### config.mk
export PLATFORM = sky130hd
export DESIGN_NAME = i2c_slave
export DESIGN_NICKNAME = d
export VERILOG_FILES = /design/src/rtl/i2c_slave.sv
export SDC_FILE = /design/constraint.sdc
export NUM_CORES = 1
export LEC_CHECK = 0
export ABC_AREA = 1
export CORE_MARGIN = 5
export CORE_UTILIZATION = 35
export DETAILED_ROUTE_END_ITERATION = 7
export PLACE_DENSITY = 0.72
export SYNTH_ARGS = -nofsm -noshare
export SYNTH_HDL_FRONTEND = slang
export SYNTH_SLANG_ARGS = --single-unit
### constraint.sdc
create_clock -name clk_i -period 2.19 [get_ports clk_i]
set_input_delay 0.438 -clock clk_i [delete_from_list [all_inputs] [get_ports clk_i]]
set_output_delay 0.438 -clock clk_i [all_outputs]
set_load 0.02 [all_outputs]
### src/rtl/i2c_slave.sv
`default_nettype none
// ============================================================================
// Module   : i2c_slave
// Brief    : 7-bit addressed I2C slave with a 4-register CPU bus port.
//            Optional clock stretching: define I2C_SLAVE_CLKSTRETCH_EN.
// Revision : 1.0 - initial release
// ============================================================================
module i2c_slave #(
   parameter logic [6:0] SLAVE_ADDR = 7'h42
) (
   input  logic        clk_i,
   input  logic        rst_i,
   input  logic        cyc_i,
   input  logic        stb_i,
   input  logic        we_i,
   input  logic [1:0]  adr_i,
   input  logic [3:0]  sel_i,
   input  logic [31:0] dat_i,
   output logic [31:0] dat_o,
   output logic        ack_o,
   input  logic        scl_i,
   input  logic        sda_i,
   output logic        sda_oe,
   output logic        scl_oe
);

   typedef enum logic [2:0] {
      S_IDLE     = 3'd0,
      S_ADDR     = 3'd1,
      S_ADDR_ACK = 3'd2,
      S_RX       = 3'd3,
      S_RX_ACK   = 3'd4,
      S_TX       = 3'd5,
      S_TX_ACK   = 3'd6,
      S_IGNORE   = 3'd7
   } state_t;

   localparam logic [7:0] C_TX_IDLE_BYTE = 8'hFF;

   logic r_scl_s1, r_scl_s2, r_scl_d;
   logic r_sda_s1, r_sda_s2, r_sda_d;

   state_t     r_state, w_state_nxt;
   logic [2:0] r_bit_cnt, w_bit_cnt_nxt;
   logic [7:0] r_shift, w_shift_nxt;
   logic       r_rw, w_rw_nxt;
   logic       r_phase, w_phase_nxt;
   logic       r_ack_byte, w_ack_byte_nxt;
   logic       r_tx_load, w_tx_load_nxt;
   logic       r_rx_pend, w_rx_pend_nxt;
   logic       r_sda_oe, w_sda_oe_nxt;
   logic       r_scl_oe, w_scl_oe_nxt;
   logic [7:0] r_rx_data, w_rx_data_nxt;

   logic [7:0] r_tx_data;
   logic       r_rx_full, r_tx_empty, r_overrun, r_nak_rx, r_busy;
   logic       w_rx_full_set, w_tx_empty_set, w_overrun_set, w_nak_set, w_busy_set;
   logic       w_tx_req;

   logic        r_ack;
   logic [31:0] r_dat, w_rd_data;
   logic        w_req, w_wr0, w_wr1, w_rd0;

   logic       w_scl_rise, w_scl_fall, w_start, w_stop;
   logic [7:0] w_rx_byte, w_tx_byte;
   logic       w_unused;

   // Line synchronizers; the third flop gives the previous sample for edge detect
   always_ff @(posedge clk_i or posedge rst_i) begin
      if (rst_i) begin
         r_scl_s1 <= 1'b1; r_scl_s2 <= 1'b1; r_scl_d <= 1'b1;
         r_sda_s1 <= 1'b1; r_sda_s2 <= 1'b1; r_sda_d <= 1'b1;
      end else begin
         r_scl_s1 <= scl_i; r_scl_s2 <= r_scl_s1; r_scl_d <= r_scl_s2;
         r_sda_s1 <= sda_i; r_sda_s2 <= r_sda_s1; r_sda_d <= r_sda_s2;
      end
   end

   assign w_scl_rise = r_scl_s2 & ~r_scl_d;
   assign w_scl_fall = ~r_scl_s2 & r_scl_d;
   assign w_start    = r_scl_s2 & r_scl_d & r_sda_d & ~r_sda_s2;
   assign w_stop     = r_scl_s2 & r_scl_d & ~r_sda_d & r_sda_s2;
   assign w_rx_byte  = {r_shift[6:0], r_sda_s2};
   assign w_tx_byte  = r_tx_empty ? C_TX_IDLE_BYTE : r_tx_data;

   assign w_req = cyc_i & stb_i & ~r_ack;
   assign w_wr0 = w_req & we_i & (adr_i == 2'd0) & sel_i[0];
   assign w_wr1 = w_req & we_i & (adr_i == 2'd1) & sel_i[0];
   assign w_rd0 = w_req & ~we_i & (adr_i == 2'd0);

   always_comb begin
      w_rd_data = 32'h0;
      case (adr_i)
         2'd0:    w_rd_data = {24'h0, r_rx_data};
         2'd1:    w_rd_data = {27'h0, r_nak_rx, r_overrun, r_busy, r_tx_empty, r_rx_full};
         default: w_rd_data = 32'h0;
      endcase
   end

   always_comb begin
      w_state_nxt    = r_state;
      w_bit_cnt_nxt  = r_bit_cnt;
      w_shift_nxt    = r_shift;
      w_rw_nxt       = r_rw;
      w_phase_nxt    = r_phase;
      w_ack_byte_nxt = r_ack_byte;
      w_tx_load_nxt  = r_tx_load;
      w_rx_pend_nxt  = r_rx_pend;
      w_sda_oe_nxt   = r_sda_oe;
      w_scl_oe_nxt   = r_scl_oe;
      w_rx_data_nxt  = r_rx_data;
      w_rx_full_set  = 1'b0;
      w_tx_empty_set = 1'b0;
      w_overrun_set  = 1'b0;
      w_nak_set      = 1'b0;
      w_busy_set     = 1'b0;
      w_tx_req       = 1'b0;

      if (w_start || w_stop) begin
         w_state_nxt   = w_start ? S_ADDR : S_IDLE;
         w_bit_cnt_nxt = 3'd7;
         w_shift_nxt   = 8'h00;
         w_phase_nxt   = 1'b0;
         w_tx_load_nxt = 1'b0;
         w_rx_pend_nxt = 1'b0;
         w_sda_oe_nxt  = 1'b0;
         w_scl_oe_nxt  = 1'b0;
      end else begin
         case (r_state)
            S_ADDR: begin
               if (w_scl_rise) begin
                  w_shift_nxt   = w_rx_byte;
                  w_bit_cnt_nxt = r_bit_cnt - 3'd1;
                  if (r_bit_cnt == 3'd0) begin
                     w_phase_nxt = 1'b0;
                     if (w_rx_byte[7:1] == SLAVE_ADDR) begin
                        w_state_nxt = S_ADDR_ACK;
                        w_rw_nxt    = w_rx_byte[0];
                     end else begin
                        w_state_nxt = S_IGNORE;
                     end
                  end
               end
            end
            S_ADDR_ACK: begin
               if (w_scl_fall && !r_phase) begin
                  w_sda_oe_nxt = 1'b1;
                  w_busy_set   = 1'b1;
                  w_phase_nxt  = 1'b1;
               end else if (w_scl_fall) begin
                  w_sda_oe_nxt = 1'b0;
                  w_phase_nxt  = 1'b0;
                  if (r_rw) begin
                     w_state_nxt   = S_TX;
                     w_tx_load_nxt = 1'b1;
                     w_tx_req      = 1'b1;
                  end else begin
                     w_state_nxt   = S_RX;
                     w_bit_cnt_nxt = 3'd7;
                     w_shift_nxt   = 8'h00;
                  end
               end
            end
            S_RX: begin
               if (w_scl_rise) begin
                  w_shift_nxt   = w_rx_byte;
                  w_bit_cnt_nxt = r_bit_cnt - 3'd1;
                  if (r_bit_cnt == 3'd0) begin
                     w_state_nxt = S_RX_ACK;
                     w_phase_nxt = 1'b0;
                     if (!r_rx_full) begin
                        w_rx_data_nxt  = w_rx_byte;
                        w_rx_full_set  = 1'b1;
                        w_ack_byte_nxt = 1'b1;
                     end else begin
`ifdef I2C_SLAVE_CLKSTRETCH_EN
                        w_rx_pend_nxt  = 1'b1;
                        w_ack_byte_nxt = 1'b1;
`else
                        w_overrun_set  = 1'b1;
                        w_ack_byte_nxt = 1'b0;
`endif
                     end
                  end
               end
            end
            S_RX_ACK: begin
               if (!r_phase) begin
                  // a held byte is committed as soon as the CPU frees rx_data
                  if (w_scl_fall || r_scl_oe) begin
                     if (r_rx_pend) begin
                        if (r_rx_full) begin
                           w_scl_oe_nxt = 1'b1;
                        end else begin
                           w_rx_data_nxt = r_shift;
                           w_rx_full_set = 1'b1;
                           w_rx_pend_nxt = 1'b0;
                           w_scl_oe_nxt  = 1'b0;
                           w_sda_oe_nxt  = 1'b1;
                           w_phase_nxt   = 1'b1;
                        end
                     end else begin
                        w_sda_oe_nxt = r_ack_byte;
                        w_phase_nxt  = 1'b1;
                     end
                  end
               end else if (w_scl_fall) begin
                  w_sda_oe_nxt  = 1'b0;
                  w_phase_nxt   = 1'b0;
                  w_state_nxt   = S_RX;
                  w_bit_cnt_nxt = 3'd7;
                  w_shift_nxt   = 8'h00;
               end
            end
            S_TX: begin
               if (r_tx_load) begin
                  w_tx_req = w_scl_fall | r_scl_oe;
               end else if (w_scl_fall) begin
                  if (r_bit_cnt != 3'd0) begin
                     w_sda_oe_nxt  = ~r_shift[7];
                     w_shift_nxt   = {r_shift[6:0], 1'b1};
                     w_bit_cnt_nxt = r_bit_cnt - 3'd1;
                  end else begin
                     w_sda_oe_nxt = 1'b0;
                     w_state_nxt  = S_TX_ACK;
                  end
               end
            end
            S_TX_ACK: begin
               if (w_scl_rise) begin
                  if (r_sda_s2) begin
                     w_nak_set   = 1'b1;
                     w_state_nxt = S_IGNORE;
                  end else begin
                     w_state_nxt   = S_TX;
                     w_tx_load_nxt = 1'b1;
                  end
               end
            end
            S_IDLE, S_IGNORE: begin
               w_state_nxt = r_state;
            end
            default: begin
               w_state_nxt = S_IDLE;
            end
         endcase

         // Byte load puts the MSB on SDA in the same SCL low phase
         if (w_tx_req) begin
`ifdef I2C_SLAVE_CLKSTRETCH_EN
            if (r_tx_empty) begin
               w_scl_oe_nxt  = 1'b1;
               w_tx_load_nxt = 1'b1;
            end else begin
               w_sda_oe_nxt   = ~r_tx_data[7];
               w_shift_nxt    = {r_tx_data[6:0], 1'b1};
               w_bit_cnt_nxt  = 3'd7;
               w_tx_empty_set = 1'b1;
               w_tx_load_nxt  = 1'b0;
               w_scl_oe_nxt   = 1'b0;
            end
`else
            w_sda_oe_nxt   = ~w_tx_byte[7];
            w_shift_nxt    = {w_tx_byte[6:0], 1'b1};
            w_bit_cnt_nxt  = 3'd7;
            w_tx_empty_set = 1'b1;
            w_tx_load_nxt  = 1'b0;
`endif
         end
      end
   end

   always_ff @(posedge clk_i or posedge rst_i) begin
      if (rst_i) begin
         r_state    <= S_IDLE;
         r_bit_cnt  <= 3'd7;
         r_shift    <= 8'h00;
         r_rw       <= 1'b0;
         r_phase    <= 1'b0;
         r_ack_byte <= 1'b0;
         r_tx_load  <= 1'b0;
         r_rx_pend  <= 1'b0;
         r_sda_oe   <= 1'b0;
         r_scl_oe   <= 1'b0;
         r_rx_data  <= 8'h00;
      end else begin
         r_state    <= w_state_nxt;
         r_bit_cnt  <= w_bit_cnt_nxt;
         r_shift    <= w_shift_nxt;
         r_rw       <= w_rw_nxt;
         r_phase    <= w_phase_nxt;
         r_ack_byte <= w_ack_byte_nxt;
         r_tx_load  <= w_tx_load_nxt;
         r_rx_pend  <= w_rx_pend_nxt;
         r_sda_oe   <= w_sda_oe_nxt;
         r_scl_oe   <= w_scl_oe_nxt;
         r_rx_data  <= w_rx_data_nxt;
      end
   end

   // Protocol sets take priority over CPU clears landing in the same cycle
   always_ff @(posedge clk_i or posedge rst_i) begin
      if (rst_i) begin
         r_tx_data  <= 8'hFF;
         r_rx_full  <= 1'b0;
         r_tx_empty <= 1'b1;
         r_overrun  <= 1'b0;
         r_nak_rx   <= 1'b0;
         r_busy     <= 1'b0;
         r_ack      <= 1'b0;
         r_dat      <= 32'h0;
      end else begin
         if (w_wr0) r_tx_data <= dat_i[7:0];
         r_rx_full  <= w_rx_full_set  | (r_rx_full  & ~w_rd0);
         r_tx_empty <= w_tx_empty_set | (r_tx_empty & ~w_wr0);
         r_overrun  <= w_overrun_set  | (r_overrun  & ~(w_wr1 & dat_i[3]));
         r_nak_rx   <= w_nak_set      | (r_nak_rx   & ~(w_wr1 & dat_i[4]));
         r_busy     <= w_busy_set     | (r_busy     & ~w_stop);
         r_ack      <= w_req;
         if (w_req && !we_i) r_dat <= w_rd_data;
      end
   end

   assign dat_o  = r_dat;
   assign ack_o  = r_ack;
   assign sda_oe = r_sda_oe;
`ifdef I2C_SLAVE_CLKSTRETCH_EN
   assign scl_oe = r_scl_oe;
`else
   assign scl_oe = 1'b0;
`endif

   assign w_unused = ^{sel_i[3:1], dat_i[31:8], w_tx_byte};

endmodule
`default_nettype wire

==> run summary <==
DIE WIDTH = 107 um
Max Cap Viol = 0
GP Congestion = 0.934
Worst vdd ir = 0.440 mV
Cell Pwr Density = 1110 nW/um^2
Synth-to-layout area growth = 17.3%
Clock Path Buffers = 2
Clock-pin slew on the worst setup and hold paths = 70 ps
Via count = 2,888
Via density per instance = 4.84
Slowest CP cell = dfstp_2
Post-route clock period utilization = 88.9%
Most used cell, CP = nand2_1
Mapped Area = 3320 sq um
Site Rows = 35
Final instance area = 3890 sq um
# IOs = 80
Seq/Total Area, Yosys = 43.6%
Pre-CTS setup slack = 236 ps
CTS sink count = 57
Unique masters post-synth = 36
Cts repair resizes = 0
Final Worst Setup Slack = 243 ps
Fmax = 514 MHz
Antenna cells = 0
Vias in the first global route = 2,738
Initial antenna violation count = 0
Worst EP required = 2460 ps
Final Max Slew Viols = 0
Area post-placement = 3670 sq um
Crit path to = r_shift[2]
Final WL = 7730 um
Crit path time final = 1950 ps
Worst clock skew = 10.4 ps
TNS Setup = 0 ps
Total Power = 4.31 mW
Hold-fix buffers, CTS = 0
RSZ-0062 raised after global routing = no
NumNets Final = 510
All-Layer GR Usage = 14.3%
WL per Instance = 12.9 um
CTS Buf Count = 9
Cell Chain, Critical Path = inv_1, ha_1, nand2_1, inv_1, o21ai_0, nand3b_1, nand2_1, nand2_1, nand2_1
Drt drc = 0
CP Capture Type = register
Post-route ant nets = 0
Worst setup path start = r_bit_cnt[0]
Port buffer count = 27
TritonCTS clock tree = yes
#FFs+latches synth = 57
Post-detail-place hpwl = 5770 um
Starting Density = 36.0%
Status = finished, final reports clean
Share of cells above drive strength 1 = 15.6%
Leading cell type in the layout, fill and taps excluded = nand2_1
Crit path DAT = 2220 ps
Mapped Cells = 427
Postcts setup bufs = 0
Setup violations, final = 0
R2r worst-path depth = 9
Crit Path Category = register to register
Drt first-iter violations = 192
Slowest stage delay, CP = 540 ps
Worst r2r src = r_bit_cnt[0]
Die area = 11,500 sq um
Avg Inst Size Synth = 7.78 sq um
Reg-to-Reg End = r_shift[2]
Clock Latency Late Sink = 340 ps
H-Tree Depth = 3
Largest net degree at the start of global routing = 50
Core Region = 9240 sq um
Setup slack, reg-to-reg = 240 ps
Largest fanout on the critical path = 11
Startpoint Class = register
Commonest cells after routing, fill and taps aside = 130 x nand2_1, 56 x nand3_1, 38 x dfrtp_1
Root Buffer = clkbuf_8
HP Class = primary input to async pin
DRT Pass-1 Iters = 5
Die height = 107 um
Ys Warns = 0
First-pass GRT wire length = 13,100 um
GRT overflow = 0
Static Leak = 1.97 nW
Count of final hold-check violations = 0
cell families (layout without fill, tap and decap cells):
group           after synthesis  in the layout  share of synthesized area, %
simple gates                236            236                          32.2
compound gates               52             52                          9.83
buf+inv                      76             93                          12.6
flops                        57             57                          43.6
fa+ha+maj                     2              2                         0.753
other cells                   1             25                         0.113
mux                           3              3                         0.904
layer usage:
layer / share of wire [%] / track usage (%) / up-vias
met4: 1.7 / 4.69 / 0
met5: 0 / 0 / -
li1: - / - / 1427
met2: 46 / 22.0 / 106
met1: 45 / 18.8 / 1345
met3: 7.3 / 4.98 / 10
cell type report:
| cell class | count | area [sq um] |
|---|---|---|
| fillers | 928 | 5350 |
| multi-input cells | 318 | 1540 |
| flip-flops and latches | 57 | 1450 |
| repair buffers | 40 | 380 |
| well taps | 129 | 161 |
| inverters | 37 | 140 |
| clock buffers | 9 | 124 |
| clock inverters | 7 | 95.1 |
critical path: cells and delay by family, from the launching register on:
| kind | cells | cell delay, ps |
|---|---|---|
| compound gates | 1 | 170 |
| fa+ha+maj | 1 | 190 |
| buf+inv | 2 | 180 |
| flops | 1 | 540 |
| simple gates | 5 | 810 |
report_power, final:
part | internal, mW | total (mW) | switching, mW
clock | 0.639 | 1.07 | 0.434
sequential | 1.32 | 1.56 | 0.236
combinational | 0.583 | 1.68 | 1.09
synthesized netlist by cell type:
cell type | instances | area share, %
a21boi_0 | 1 | 0.23
a21oi_1 | 6 | 0.90
a22o_1 | 1 | 0.26
a41oi_1 | 1 | 0.26
buf_2 | 4 | 0.60
buf_4 | 28 | 6.3
buf_6 | 3 | 1.0
clkbuf_1 | 4 | 0.45
clkinv_1 | 1 | 0.11
clkinv_2 | 1 | 0.15
conb_1 | 1 | 0.11
dfrtp_1 | 39 | 29
dfstp_2 | 18 | 14
ha_1 | 2 | 0.75
inv_1 | 32 | 3.6
inv_2 | 3 | 0.34
mux2i_1 | 3 | 0.90
nand2_1 | 130 | 15
nand2_2 | 3 | 0.57
nand2_4 | 1 | 0.34
nand3_1 | 56 | 8.4
nand3_4 | 1 | 0.53
nand3b_1 | 1 | 0.23
nand4_1 | 11 | 2.1
nand4_4 | 1 | 0.64
nor2_1 | 26 | 2.9
nor2_2 | 2 | 0.38
nor2_4 | 2 | 0.68
nor3_4 | 1 | 0.49
o211ai_1 | 8 | 1.8
o21ai_0 | 24 | 3.6
o21ai_2 | 8 | 2.1
o21bai_1 | 1 | 0.23
o22ai_1 | 1 | 0.19
o31ai_1 | 1 | 0.23
or2_2 | 1 | 0.19
how the worst min path moves through the flow:
stage / from / to / slack (ps)
5_1_grt: rst_i / r_ack_byte / 360
3_3_place_gp: r_scl_s1 / r_scl_s2 / 350
4_1_cts: rst_i / sda_oe / 330
3_5_place_dp: r_scl_s1 / r_scl_s2 / 350
2_1_floorplan: r_scl_s1 / r_scl_s2 / 350
6_report: rst_i / sda_oe / 340
flip-flops by register name (all words and copies together), names as in the netlist, 3 cells and up:
signal	flops
r_state	3
r_tx_data	8
dat_o	8
r_rx_data	8
r_shift	8
r_bit_cnt	3
through the flow:
step / utilization (%) / hold WS, ps / instances
2_1_floorplan: - / 345 / 451
3_3_place_gp: 39.8 / 347 / 581
3_5_place_dp: 39.8 / 351 / 581
4_1_cts: 42.1 / 335 / 597
5_1_grt: 42.2 / 357 / 597
6_report: 42.2 / 344 / 597
Power figures use the tool's default switching activity.
